## config.mk

```make
export PLATFORM = sky130hd
export DESIGN_NAME = stack_engine
export DESIGN_NICKNAME = d
export VERILOG_FILES = /design/src/rtl/stack_pkg.sv /design/src/rtl/stack_mem.sv /design/src/rtl/stack_engine.sv
export SDC_FILE = /design/constraint.sdc
export NUM_CORES = 1
export LEC_CHECK = 0
export CORE_UTILIZATION = 55
export CTS_CLUSTER_SIZE = 8
export DETAILED_ROUTE_END_ITERATION = 10
export PLACE_DENSITY = 0.79
export SETUP_SLACK_MARGIN = 0.2
export SYNTH_ARGS = -nofsm -noshare
export SYNTH_HDL_FRONTEND = slang
export SYNTH_HIERARCHICAL = 1
export SYNTH_SLANG_ARGS = --single-unit
```

## constraint.sdc

```tcl
create_clock -name clk -period 3.81 [get_ports clk]
set_input_delay 1.143 -clock clk [delete_from_list [all_inputs] [get_ports clk]]
set_output_delay 1.143 -clock clk [all_outputs]
set_load 0.03 [all_outputs]
```

## src/rtl/stack_pkg.sv

```systemverilog
// Shared defaults, operation encoding and error-flag layout for the stack engine.
package stack_pkg;

    localparam int STACK_WIDTH = 8;
    localparam int STACK_DEPTH = 16;

    // Encoding matches the {push, pop} strobe pair bit for bit
    typedef enum logic [1:0] {
        OP_NONE = 2'b00,
        OP_POP  = 2'b01,
        OP_PUSH = 2'b10,
        OP_REPL = 2'b11
    } op_e;

    typedef struct packed {
        logic ovf;
        logic udf;
    } err_flags_t;

    function automatic op_e decode_op(input logic push, input logic pop);
        return op_e'({push, pop});
    endfunction

endpackage

```

## src/rtl/stack_mem.sv

```systemverilog
// LIFO storage: DEPTH x WIDTH register array, one synchronous write port, one asynchronous read port.
module stack_mem #(
    parameter int WIDTH = 8,
    parameter int DEPTH = 16,
    parameter int AW    = $clog2(DEPTH)
) (
    input  logic             clk,
    input  logic             we,
    input  logic [AW-1:0]    waddr,
    input  logic [WIDTH-1:0] wdata,
    input  logic [AW-1:0]    raddr,
    output logic [WIDTH-1:0] rdata
);

    logic [WIDTH-1:0] mem [DEPTH];

    always_ff @(posedge clk) begin
        if (we) begin
            mem[waddr] <= wdata;
        end
    end

    assign rdata = mem[raddr];

endmodule

```

## src/rtl/stack_engine.sv

```systemverilog
// Stack engine: pointer, A/B operand latch, zero flag and sticky error flags around stack_mem.
// Optional high-water-mark output hwm is enabled with the STACK_HWM_EN macro.
module stack_engine
    import stack_pkg::*;
#(
    parameter int WIDTH = STACK_WIDTH,
    parameter int DEPTH = STACK_DEPTH,
    parameter int PTR_W = $clog2(DEPTH) + 1
) (
    input  logic             clk,
    input  logic             rst,
    input  logic             push,
    input  logic             pop,
    input  logic             sh_1,
    input  logic [WIDTH-1:0] push_data,
    input  logic             clr_err,
    output logic [WIDTH-1:0] opnd_a,
    output logic [WIDTH-1:0] opnd_b,
    output logic [WIDTH-1:0] tos_data,
    output logic             zero,
    output logic [PTR_W-1:0] sp,
    output logic             empty,
    output logic             full,
    output logic             ovf_err,
    output logic             udf_err
`ifdef STACK_HWM_EN
    ,
    output logic [PTR_W-1:0] hwm
`endif
);

    localparam int AW = $clog2(DEPTH);

    op_e              op;
    logic [PTR_W-1:0] sp_nxt;
    logic [PTR_W-1:0] sp_dec;
    logic [PTR_W-1:0] wr_ptr;
    logic [WIDTH-1:0] rd_data;
    logic [WIDTH-1:0] a_nxt;
    logic [WIDTH-1:0] b_nxt;
    logic             z_nxt;
    logic             we;
    logic             load;
    err_flags_t       err_q;
    err_flags_t       err_set;
    err_flags_t       err_nxt;

    assign op     = decode_op(push, pop);
    assign sp_dec = sp - PTR_W'(1);
    assign empty  = (sp == '0);
    assign full   = (sp == PTR_W'(DEPTH));

    stack_mem #(
        .WIDTH (WIDTH),
        .DEPTH (DEPTH),
        .AW    (AW)
    ) u_mem (
        .clk   (clk),
        .we    (we),
        .waddr (wr_ptr[AW-1:0]),
        .wdata (push_data),
        .raddr (sp_dec[AW-1:0]),
        .rdata (rd_data)
    );

    // Read index wraps to DEPTH-1 when empty, so the view is gated here
    assign tos_data = empty ? '0 : rd_data;

    always_comb begin
        sp_nxt  = sp;
        wr_ptr  = sp;
        we      = 1'b0;
        load    = 1'b0;
        err_set = '0;
        a_nxt   = opnd_a;
        b_nxt   = opnd_b;
        z_nxt   = zero;
        unique case (op)
            OP_PUSH: begin
                if (full) begin
                    err_set.ovf = 1'b1;
                end else begin
                    we     = 1'b1;
                    sp_nxt = sp + PTR_W'(1);
                end
            end
            OP_POP: begin
                if (empty) begin
                    err_set.udf = 1'b1;
                end else begin
                    load   = 1'b1;
                    sp_nxt = sp_dec;
                end
            end
            OP_REPL: begin
                // Empty stack degrades to a plain push but still flags the pop
                if (empty) begin
                    err_set.udf = 1'b1;
                    we          = 1'b1;
                    sp_nxt      = sp + PTR_W'(1);
                end else begin
                    load   = 1'b1;
                    we     = 1'b1;
                    wr_ptr = sp_dec;
                end
            end
            default: ;
        endcase
        if (load) begin
            a_nxt = rd_data;
            z_nxt = (rd_data == '0);
            if (sh_1) begin
                b_nxt = opnd_a;
            end
        end
        err_nxt.ovf = (err_q.ovf & ~clr_err) | err_set.ovf;
        err_nxt.udf = (err_q.udf & ~clr_err) | err_set.udf;
    end

    always_ff @(posedge clk or negedge rst) begin
        if (!rst) begin
            sp     <= '0;
            opnd_a <= '0;
            opnd_b <= '0;
            zero   <= 1'b0;
            err_q  <= '0;
        end else begin
            sp     <= sp_nxt;
            opnd_a <= a_nxt;
            opnd_b <= b_nxt;
            zero   <= z_nxt;
            err_q  <= err_nxt;
        end
    end

    assign ovf_err = err_q.ovf;
    assign udf_err = err_q.udf;

`ifdef STACK_HWM_EN
    always_ff @(posedge clk or negedge rst) begin
        if (!rst) begin
            hwm <= '0;
        end else if (clr_err) begin
            hwm <= '0;
        end else if (sp_nxt > hwm) begin
            hwm <= sp_nxt;
        end
    end
`endif

endmodule

```

# Word-level counts from Yosys, hierarchy flattened
# Memory sizes are Yosys's and may differ from the RTL's.
# Cells that the tools add are included.
[op_classes]
eq_ne = 6
n_mul = 0
addsub = 2
order_cmp = 0
shift = 0
n_div = 0
n_bitwise = 5
mux = 16
reduce_logical = 6
[ops]
columns = ["cell", "count"]
rows = [
  ["5-bit 2-to-1 mux", 3],
  ["5-bit one-hot mux with 3 select lines", 1],
  ["1-bit 2-to-1 mux", 9],
  ["8-bit zero test", 1],
  ["8-bit 2-to-1 mux", 1],
  ["5-bit by 1-bit adder with 5-bit output (second input constant)", 1],
  ["5-bit equality test (second input constant)", 1],
  ["5-bit zero test", 1],
  ["5-bit by 1-bit subtractor with 5-bit output (second input constant)", 1],
  ["2-bit equality test (second input constant)", 2],
  ["4-bit 2-to-1 mux", 1],
  ["2-bit != test (second input constant)", 2],
  ["3-bit AND reduction", 1],
  ["3-bit nonzero test", 1],
  ["1-bit AND", 2],
  ["2-bit by 1-bit equality test with 1-bit output (second input constant)", 1],
  ["1-bit bitwise OR", 2],
  ["1-bit one-hot mux with 2 select lines", 1],
  ["2-bit AND reduction", 1],
  ["2-bit OR reduction", 1],
  ["1-bit inverter", 1],
]
[totals]
inputBits = 14
memories = 1
ram_bits = 128
romBits = 0
latch_bits = 0
reg_bits = 24
output_inout_bits = 34
[mem_list]
columns = ["memory", "words", "word_bits", "read_ports", "rd_ports_with_merged_regs", "write_ports", "line_no", "text"]
rows = [
  ["u_mem.mem", 16, 8, 1, 0, 1, "stack_mem.sv:15", "logic [WIDTH-1:0] mem [DEPTH];"],
]

# Longest topological paths before layout
[logic_depth]
ltp_word = 5
mapped_depth = 10

# Hierarchy
# The synthesis kept the hierarchy.
[by_module_without_submodules]
columns = ["mod", "instances", "seq_area_each_um2", "area_per_inst_um2", "cells_per_inst"]
rows = [
  ["stack_mem", 1, 3843.7, 4987.3, 221],
  ["stack_engine", 1, 600.6, 1383.8, 122],
]

# Worst setup path after synthesis
# OpenSTA, ideal clock, no wires.
[synth_timing]
path_kind = "input to register"
startpoint = "input pop"
endpoint = "memory u_mem.mem[0][0] (enable)"
cell_stages = 6
setup_ps = 383
arrival_ps = 3152
path_buffers = 1
path_slack_ps = 275
path_cell_list = "clkbuf_1 > nand2_1 > nor2_1 > mux2_2 > or3b_2 > nor3_1"
[synth_between]
elab_cells_between_ends = 6
[synth_rtl]
columns = ["item", "line_no", "text"]
rows = [
  ["from (decl)", "stack_engine.sv:13", "input logic pop,"],
  ["2-bit equality test", "stack_engine.sv:78", "unique case (op)"],
  ["4-bit 2-to-1 mux", "stack_engine.sv:78", ""],
  ["named net wr_ptr[3]", "stack_engine.sv:37", "logic [PTR_W-1:0] wr_ptr;"],
  ["to (decl)", "stack_mem.sv:15", ""],
]
# The timed path passes the listed nets, and every way through them passes these cells.

# Final worst setup path
[layout_timing]
startpoint = "register sp[0]"
endpoint = "output tos_data[6]"
[layout_between]
elab_chain_cells = 3
elab_cells_between_ends = 4
[layout_rtl]
columns = ["item", "line_no", "text"]
rows = [
  ["from (decl)", "stack_engine.sv:21", "output logic [PTR_W-1:0] sp,"],
  ["from (signal assigned)", "stack_engine.sv:128", "sp <= sp_nxt;"],
  ["5-bit by 1-bit subtractor with 5-bit output", "stack_engine.sv:49", "assign sp_dec = sp - PTR_W'(1);"],
  ["named net sp_dec[3]", "stack_engine.sv:36", "logic [PTR_W-1:0] sp_dec;"],
  ["memory 16 x 8 bit", "-", ""],
  ["named net rd_data[6]", "stack_engine.sv:38", "logic [WIDTH-1:0] rd_data;"],
  ["8-bit 2-to-1 mux", "stack_engine.sv:67", "assign tos_data = empty ? '0 : rd_data;"],
  ["to (decl)", "stack_engine.sv:19", "output logic [WIDTH-1:0] tos_data,"],
]
# The timed path passes the listed nets, and every way through them passes these cells.

==> impl_metrics.toml <==
[timing]
maxSlewHeadroom_pct = 55.0
min_period_ns = 3.68
finalCritPeriodShare_pct = 96.6
hold_violations = 0
worstMarginPinSlew_ns = 0.658
rsz0062_at_grt = "yes"
clock.fmax_ghz = 0.272
maxSlewViolCount = 0
fin_skew_ns = 0.0110
finalSetupViolations = 0
whs_ns = 0.491

[grt]
grt.total_usage_pct = 27.9
grt_max_degree = 25
antenna_found_initial = 0
grt_pass1_vias = 3868
grt_pass1_wl_um = 22700
overflow = 0

[clock_network]
clockBufferDepth = 2
cts_made_buffers = 17
cts_tree = "yes"
cts_num_sinks = 152
clkTransAtPathRegs_ns = 0.06
htree_levels = 4
clock-root-buffer = "clkbuf_16"
clk_latency_ns = 0.42

[routing]
drtIter0Drc = 446
ant_nets = 0
firstDrtPassIters = 5
wl_um = 16100
drc = 0
wl_per_cell_um = 25.9
via_per_inst = 6.36
vias = 3946

[logic_synthesis]
yosysTopAreaCellShare_pct = 60.3
postSynthAreaPerCell_sq_um = 18.6
synth-seq-area-share_pct = 69.8
synth_flop_cell = "edfxtp_1"
yosys_warnings = 6
synthCells = 343
ys_seq_elements = 152
syn-num-nets = 359
syn_area_sq_mm = 0.00637
synth_top_area_cell = "edfxtp_1"
synth.most_common_cell = "edfxtp_1"
yosys-top-cells-count = "edfxtp_1 (128), dfrtp_1 (24), mux2_2 (18), mux4_2 (18)"
ys_top_cells_by_area = "edfxtp_1 (60%), dfrtp_1 (9.4%), mux4_2 (6.4%)"
synth.distinct_cells = 55
synth_edf_count = 128
async_flop_share_pct = 15.8

[cells_and_area]
area_growth_pct = 32.1
fin_util_pct = 76.0
final_nets = 485
nFillCells = 613
n_antenna_cell = 0
multi_input_area_sq_mm = 0.00189
drive_gt1_share_pct = 40.8
register_area_sq_mm = 0.00444

[worst_setup_path]
cp_max_fo = 7
reg2reg_to = "zero"
r2r_cells = 19
crit_chain = "buf_6 > or3_4 > xnor2_4 > and2b_4 > buf_4 > a22oi_2 > nand2_2 > and2_1 > buf_6"
slowest_stage = "dfrtp_1"
crit_path_frequent_cell = "buf_6"
crit_arrival_ns = 2.54
rrSetupSlack_ns = 0.29
cp-startpoint = "sp[0]"
cpPeakStageDelay_ns = 0.40
required_ns = 2.67
cp-end-kind = "output port"
start_kind = "flop"
crit_type = "reg2out"
rr_startpoint = "sp[0]"
cp-endpoint = "tos_data[6]"

[floorplan]
num_rows = 38
die_h_um = 110
start_util_pct = 57.5
fp.dieW_um = 110
core_sq_mm = 0.0111
io_pins = 48
fp.dieArea_sq_mm = 0.0120

[run]
drv_cap = 0

[placement]
gp_congestion = 0.843
dpl.hpwl_um = 8340
io_buffers = 47

[status]
status = "finished clean"

[min_path]
hp-class = "reg2reg"
-- repair_timing --
| item | in CTS | in global routing |
|---|---|---|
| hold buffers | 0 | 0 |
| setup buffers | 22 | 15 |
| pin swaps | 15 | 15 |
| setup endpoints to repair | 8 | 26 |
| resized for setup | 87 | 20 |
| endpoints found under the hold margin | 0 | 0 |
| gates cloned | 3 | 2 |
-- final cells by class --
cell class,instances,area share (%)
Clock inverter,11,2.42
Timing Repair Buffer,124,14.6
Sequential cell,152,52.8
Multi-Input combinational cell,167,22.4
Inverter,7,0.550
Tap cell,140,2.08
Clock buffer,19,5.14
-- per-layer routing --
metal / global-route usage (%) / routed length [um] / vias to the layer above
met5: 0 / 0 / -
met4: 12.1 / 628 / 0
met3: 6.99 / 1280 / 51
met2: 45.3 / 7990 / 261
met1: 36.0 / 6170 / 1992
li1: - / - / 1642
-- worst max-delay path: cells and delay by family (launching register included) --
kind | cells | cell delay (ns)
AOI/OAI and AO/OA | 1 | 0.20
xor gates and xnor gates | 1 | 0.19
buffers and inverters | 3 | 0.41
DFF | 1 | 0.40
and+or+nand+nor | 4 | 0.93
-- cells by family after synthesis --
family                   share of synthesized area, %
flip-flops                                       69.8
AND/OR/NAND/NOR                                  6.54
multiplexers                                     15.6
AO/OA/AOI/OAI                                    4.65
buffers and inverters                            2.61
XOR/XNOR                                        0.412
adder cells (fa/ha/maj)                         0.393
-- how the worst min path moves through the flow --
stage,start,to,slack [ns],cells past startpoint
after detailed placement,zero,zero,0.49,1
after global routing,zero,zero,0.52,1
after floorplan,zero,zero,0.67,1
final,zero,zero,0.49,1
after global placement,zero,zero,0.47,1
after CTS,zero,zero,0.50,1
-- per-stage QoR --
stage	TNS, ns	std cells	setup slack, ns	area [sq um]
finish	0	620	0.130	8420
global route	0	620	0.0542	8420
CTS	0	603	0.139	8210
detailed placement	-0.441	548	-0.103	7170
global placement	-0.0444	548	-0.0224	7170
floorplan	0	343	0.275	6370
-- state kept, by name, summed over array words and instances (netlist names) --
signal,cells
udf_err,1
opnd_b,8
u_mem/mem,128
ovf_err,1
zero,1
sp,5
opnd_a,8
-- cells in the final DEF (no fill, tap or decap), types with 6 or more instances in the layout --
cell type and n:
a22oi_2 14, bufinv_16 6, nor3_1 8, nand2_1 11, clkdlybuf4s50_1 38, nor2_1 14
clkbuf_16 19, mux4_1 6, mux4_2 26, and2_1 6, buf_12 6, buf_4 65
dfrtp_1 24, buf_6 9, mux2_2 18, edfxtp_1 128
Power is left out: the tool's default activity adds up to more than one toggle a clock period on the data nets, which glitch-free logic cannot reach.
